===== src/rtl/sig_driver.sv =====
// Line driver: holds each accepted level for HOLD cycles and can emit one
// deliberate inverted pulse of 1..3 cycles, restoring the prior level after.
module sig_driver #(
  parameter int HOLD = 8
) (
  input  logic       clock,
  input  logic       reset,
  input  logic       data_in,
  input  logic       valid_in,
  output logic       ready_out,
  input  logic       glitch_req,
  input  logic [1:0] glitch_len,
  output logic       sig_out,
  output logic       busy
);

  typedef enum logic [1:0] {
    ST_IDLE   = 2'd0,
    ST_HOLD   = 2'd1,
    ST_GLITCH = 2'd2
  } state_t;

  localparam logic [3:0] HOLD_LAST = 4'(HOLD - 1);

  state_t     state_q, state_d;
  logic [3:0] cnt_q, cnt_d;
  logic       sig_q, sig_d;
  logic       saved_q, saved_d;

  assign ready_out = (state_q == ST_IDLE);
  assign busy      = ~ready_out;
  assign sig_out   = sig_q;

  always_comb begin
    state_d = state_q;
    cnt_d   = cnt_q;
    sig_d   = sig_q;
    saved_d = saved_q;
    case (state_q)
      ST_IDLE: begin
        // A level request wins; a coincident glitch request is dropped.
        if (valid_in) begin
          sig_d   = data_in;
          cnt_d   = HOLD_LAST;
          state_d = ST_HOLD;
        end else if (glitch_req) begin
          saved_d = sig_q;
          sig_d   = ~sig_q;
          cnt_d   = (glitch_len == 2'd0) ? 4'd0 : {2'b00, glitch_len - 2'd1};
          state_d = ST_GLITCH;
        end
      end
      ST_HOLD: begin
        if (cnt_q == 4'd0) begin
          state_d = ST_IDLE;
        end else begin
          cnt_d = cnt_q - 4'd1;
        end
      end
      ST_GLITCH: begin
        if (cnt_q == 4'd0) begin
          sig_d   = saved_q;
          state_d = ST_IDLE;
        end else begin
          cnt_d = cnt_q - 4'd1;
        end
      end
      default: begin
        state_d = ST_IDLE;
        cnt_d   = 4'd0;
      end
    endcase
  end

  always_ff @(posedge clock) begin
    if (!reset) begin
      state_q <= ST_IDLE;
      cnt_q   <= 4'd0;
      sig_q   <= 1'b0;
      saved_q <= 1'b0;
    end else begin
      state_q <= state_d;
      cnt_q   <= cnt_d;
      sig_q   <= sig_d;
      saved_q <= saved_d;
    end
  end

endmodule


===== config.mk =====
export PLATFORM = sky130hd
export DESIGN_NAME = sig_driver
export DESIGN_NICKNAME = d
export VERILOG_FILES = /design/src/rtl/sig_driver.sv
export SDC_FILE = /design/constraint.sdc
export NUM_CORES = 1
export LEC_CHECK = 0
export CORE_UTILIZATION = 40
export DETAILED_ROUTE_END_ITERATION = 10
export GPL_TIMING_DRIVEN = 0
export PLACE_DENSITY = 0.66
export SYNTH_ARGS = -nofsm -noshare
export SYNTH_HDL_FRONTEND = slang
export SYNTH_SLANG_ARGS = --single-unit
export TNS_END_PERCENT = 10

===== constraint.sdc =====
create_clock -name clock -period 1.8 [get_ports clock]
set_input_delay 0.36 -clock clock [delete_from_list [all_inputs] [get_ports clock]]
set_output_delay 0.36 -clock clock [all_outputs]
set_load 0.03 [all_outputs]

* Yosys cells after proc, flatten, opt, wreduce, memory -nomap -nowiden
Cells that the tools add are included.
** Operators by class
- Add/sub/neg operators :: 2
- Equality and inequality tests :: 6
- Muxes and demuxes :: 13
- Bitwise logic cells :: 3
- Reductions and logical operators :: 9
** Operators with widths (count)
- two-way mux 4 bit :: 3
- two-way mux 2 bit :: 4
- case mux 4 bit (2 select lines) :: 1
- AND reduction 3 bit :: 2
- logical NOT 2 bit :: 2
- logical NOT 4 bit :: 1
- != test 2 bit (second input constant) :: 2
- case mux 2 bit (2 select lines) :: 1
- AND reduction 2 bit :: 2
- subtractor 4 x 1 -> 4 bit (second input constant) :: 1
- two-way mux 1 bit :: 3
- != test 3 x 2 -> 1 bit (second input constant) :: 1
- inverter 1 bit :: 3
- equality test 2 x 1 -> 1 bit (second input constant) :: 1
- equality test 2 bit (second input constant) :: 1
- != test 2 x 1 -> 1 bit (second input constant) :: 1
- case mux 1 bit (2 select lines) :: 1
- nonzero test 2 bit :: 1
- OR reduction 2 bit :: 1
- subtractor 2 x 1 -> 2 bit (second input constant) :: 1
** Storage, ports and cells
- Flip-flop bits (word level) :: 8
- Input port bits :: 7
- Logic and storage cells :: 37

* Logic depth before layout (Yosys ltp)
- Word-level depth :: 5
- Mapped depth :: 5
- Mapped depth without buffers :: 5

* Least setup slack after synthesis
Ideal clock, no wire load.
- Kind :: register to register
- From :: register state_q[0]
- To :: register cnt_q[0]
- Setup time :: 0.087 ns
- Arrival :: 1.508 ns
- Setup slack :: 0.205 ns
- Cell stages (with the launch flop) :: 6
- Buffers on the path :: 0
- Cells stage by stage :: dfxtp_1 > inv_1 > ha_1 > nor3b_2 > or2_2 > o31ai_1
** RTL lines
- start: declaration :: RTL line 25 : state_t state_q, state_d;
- start signal: assignment :: RTL line 82 : state_q <= state_d;
- logical NOT 2 bit *
- via ready_out :: RTL line 10 : output logic ready_out,
- != test 3 x 2 -> 1 bit (no source line)
- AND reduction 2 bit (no source line)
- end signal: assignment :: RTL line 83 : cnt_q <= cnt_d;
- end: declaration :: RTL line 26 : logic [3:0] cnt_q, cnt_d;
Mark *: on every way through the listed nets, which the timed path passes. The rest lies on a longest branch.
A chain may end at the register's enable or synchronous reset.

* Worst setup path in the final report
- From :: register state_q[0]
- To :: output ready_out
** Between the ends
- Word-level cells in the longest chain between the ends :: 1
** Ends and longest elaborated chain
- logical NOT 2 bit :: RTL line 30 : assign ready_out = (state_q == ST_IDLE);
- end: declaration :: RTL line 10
Every way passes these cells.

==> impl_metrics.xml <==
<?xml version="1.0" encoding="UTF-8"?>
<metrics>
  <group name="status">
    <metric name="outcome" unit="">finished clean</metric>
  </group>
  <group name="setup_path">
    <metric name="cpMaxStageDelayCell" unit="">clkdlybuf4s15_1</metric>
    <metric name="crit_required" unit="ns">1.44</metric>
    <metric name="timing.critical_path.slowest_cell_delay" unit="ns">0.40</metric>
    <metric name="critPathArrivalTime" unit="ns">1.34</metric>
    <metric name="critical_path.cell_chain" unit="">inv_1 -&gt; ha_2 -&gt; clkdlybuf4s15_1</metric>
    <metric name="critPathKind" unit="">flip-flop to output pin</metric>
    <metric name="launching_element_type_of_the_critical_path" unit="">flip-flop</metric>
    <metric name="endpoint_kind" unit="">output pin</metric>
    <metric name="critPathMaxFanout" unit="">9</metric>
  </group>
  <group name="synthesis">
    <metric name="post_synthesis_cells" unit="">63</metric>
    <metric name="synthDominantAreaCellType" unit="">dfxtp_1</metric>
    <metric name="synth_edf_count" unit="">0</metric>
    <metric name="syn_area_per_cell" unit="sq um">8.94</metric>
    <metric name="asyncSetResetFlopFracSynth" unit="%">0</metric>
    <metric name="part_of_the_yosys_area_used_for_sequential_elements" unit="%">28.4</metric>
    <metric name="synth_cell_area" unit="sq um">563</metric>
    <metric name="synth_cell_type_count" unit="">32</metric>
    <metric name="netlist.area_leader.share" unit="%">28.4</metric>
    <metric name="yosysWarnings" unit="">0</metric>
    <metric name="ys_ff_latch" unit="">8</metric>
    <metric name="postSynthNetCount" unit="">75</metric>
    <metric name="ys_dominant_reg_cell" unit="">dfxtp_1</metric>
    <metric name="synth.top_cells.by_area" unit="">dfxtp_1, ha_1, o31ai_1</metric>
  </group>
  <group name="clocking">
    <metric name="clock_sinks" unit="">8</metric>
    <metric name="ctsHtreeMaxLevel" unit="">1</metric>
    <metric name="cts-hold-fix-buffers" unit="">0</metric>
    <metric name="cts_inserted_buffers" unit="">3</metric>
    <metric name="cts_tree" unit="">yes</metric>
    <metric name="clkLatencyLatePin" unit="ns">0.26</metric>
    <metric name="worst_setup_hold_path_clk_slew" unit="ns">0.06</metric>
    <metric name="max-clock-path-buffers" unit="">2</metric>
    <metric name="cts_root_buffer" unit="">clkbuf_4</metric>
  </group>
  <group name="placed_design">
    <metric name="post_placement_cell_count" unit="">87</metric>
    <metric name="io_buffers" unit="">9</metric>
    <metric name="place_congestion" unit="">0.767</metric>
    <metric name="hpwl" unit="um">889</metric>
  </group>
  <group name="final_layout">
    <metric name="most-common-layout-cells" unit="">dfxtp_1, clkdlybuf4s50_1, inv_1</metric>
    <metric name="final_common_cell" unit="">dfxtp_1</metric>
    <metric name="post_synthesis_to_final_layout_area_growth" unit="%">25.1</metric>
    <metric name="num-fill-cells" unit="">137</metric>
    <metric name="multi_input_area" unit="sq um">389</metric>
    <metric name="net_total_in_the_final_layout" unit="">89</metric>
    <metric name="post_layout_nonfiller_instances" unit="">90</metric>
    <metric name="fraction_of_final_layout_cells_with_drive_strength_greater_than_1" unit="%">13.3</metric>
    <metric name="layout.core_utilization" unit="%">54.1</metric>
    <metric name="n_antenna_cell" unit="">0</metric>
    <metric name="area.sequential" unit="sq um">160</metric>
  </group>
  <group name="die">
    <metric name="pin_count" unit="">10</metric>
    <metric name="fp.dieW" unit="um">39.5</metric>
    <metric name="die_h" unit="um">39.5</metric>
    <metric name="dieArea" unit="sq um">1560</metric>
    <metric name="fp-row-count" unit="">13</metric>
    <metric name="initial_cell_density_of_the_core" unit="%">43.3</metric>
    <metric name="coreArea" unit="sq um">1300</metric>
  </group>
  <group name="grt">
    <metric name="total_routing_usage_reported_by_global_routing" unit="%">19.1</metric>
    <metric name="largest_net_degree_at_the_start_of_global_routing" unit="">11</metric>
    <metric name="first_global_vias" unit="">448</metric>
    <metric name="wire_length_of_the_first_global_routing_pass" unit="mm">1.95</metric>
    <metric name="grt_overflow" unit="">0</metric>
    <metric name="grt_antenna_before_repair" unit="">0</metric>
  </group>
  <group name="timing">
    <metric name="hold-worst-slack" unit="ns">0.498</metric>
    <metric name="maxClockFrequency" unit="GHz">0.589</metric>
    <metric name="final-setup-viol-count" unit="">0</metric>
    <metric name="rsz_0062_raised_after_global_routing" unit="">false</metric>
    <metric name="tightestPinTransition" unit="ns">0.441</metric>
    <metric name="finalMaxSlewViolations" unit="">0</metric>
    <metric name="final_period_minus_worst_setup_slack" unit="ns">1.70</metric>
    <metric name="slew_headroom" unit="%">70.4</metric>
    <metric name="worst_clock_skew_on_the_final_layout" unit="ns">0.00713</metric>
    <metric name="period_share" unit="%">94.4</metric>
    <metric name="hold_vio_cnt_final" unit="">0</metric>
  </group>
  <group name="routing">
    <metric name="routed_via_density" unit="">5.54</metric>
    <metric name="antenna_violating_nets_post_route" unit="">0</metric>
    <metric name="drt-total-wl" unit="mm">1.20</metric>
    <metric name="drt_drc_violations_left" unit="">0</metric>
    <metric name="drt_pass1_iterations" unit="">3</metric>
    <metric name="routed_wire_per_std_cell" unit="um">13.3</metric>
    <metric name="detailedRoute.firstIterationViolations" unit="">4</metric>
    <metric name="via_count" unit="">499</metric>
  </group>
  <group name="power">
    <metric name="cellPowerDensity" unit="nW/um^2">1450</metric>
    <metric name="power.leakage" unit="nW">0.280</metric>
    <metric name="irDropWorstVdd" unit="uV">675</metric>
  </group>
  <group name="job">
    <metric name="max_cap_viols" unit="">0</metric>
  </group>
  <group name="min_path">
    <metric name="worst_hold_path_type" unit="">flip-flop to flip-flop</metric>
  </group>
</metrics>
-- worst max-delay path, delay by kind of cell (launching register included) --
kind | cells | cell delay (ns)
fa+ha+maj | 1 | 0.27
buf+inv | 2 | 0.48
flops | 1 | 0.33
-- metrics by stage --
step	TNS [ns]	worst slack [ns]	power, W	area (sq um)
finish	0	0.102	0.00102	704
global route	0	0.0394	0.00110	704
CTS	0	0.00766	0.00101	694
detailed placement	-0.0323	-0.0323	0.000871	672
global placement	-0.0352	-0.0349	0.000861	672
floorplan	0	0.205	0.000715	563
-- per-layer routing --
layer	GRT usage, %	up-vias	wire length [um]
met5	0	-	0
met4	12.9	0	14
met3	3.41	2	34
li1	-	263	-
met1	25.6	226	625
met2	27.0	8	526
-- state kept, by name, indices dropped and copies added, names as in the netlist --
name and cells:
saved_q 1, sig_out 1, state_q 2, cnt_q 4
-- cell usage after synthesis (all sizes together) (2+ instances only) --
cell    number
a211oi       2
o211ai       2
nand2b       2
a21boi       2
inv          5
o31ai        3
and2         3
ha           5
nand2        3
dfxtp        8
mux2i        2
a21oi        2
nor4bb       2
nor2         3
nor2b        3
-- power breakdown --
| part | internal (W) | total [W] | switching [W] |
|---|---|---|---|
| clock | 0.0000768 | 0.000146 | 0.0000695 |
| combinational | 0.000280 | 0.000582 | 0.000303 |
| sequential | 0.000234 | 0.000295 | 0.0000612 |
-- cells by family after synthesis --
kind of cell,after synthesis,synth area share (%)
fa+ha+maj,5,11.1
mux,2,3.56
xor+xnor,1,1.56
compound gates,16,22.0
buf+inv,6,4.00
simple gates,25,29.3
flops,8,28.4
-- final cells by class --
cell class | instances | share of cell area (%)
tap | 15 | 2.66
inverter | 5 | 2.66
multi-input combinational | 49 | 55.2
clock buffer | 3 | 3.20
timing repair buffer | 9 | 13.0
sequential | 8 | 22.7
buffer | 1 | 0.533
-- worst paths after layout --
check                             endpoint       start  depth (start not counted)  slack (ns)
worst max-delay path             ready_out  state_q[0]                          3        0.10
worst max register to register    cnt_q[1]  state_q[1]                          5        0.17
worst min-delay path            state_q[0]  state_q[0]                          2        0.50
worst min register to register  state_q[0]  state_q[0]                          2        0.50
-- what timing repair did --
item                                    4_1_cts  5_1_grt
endpoints found under the setup margin        2        5
buffers inserted                              0        0
resized for setup                             4        3
Power figures use the tool's default switching activity.
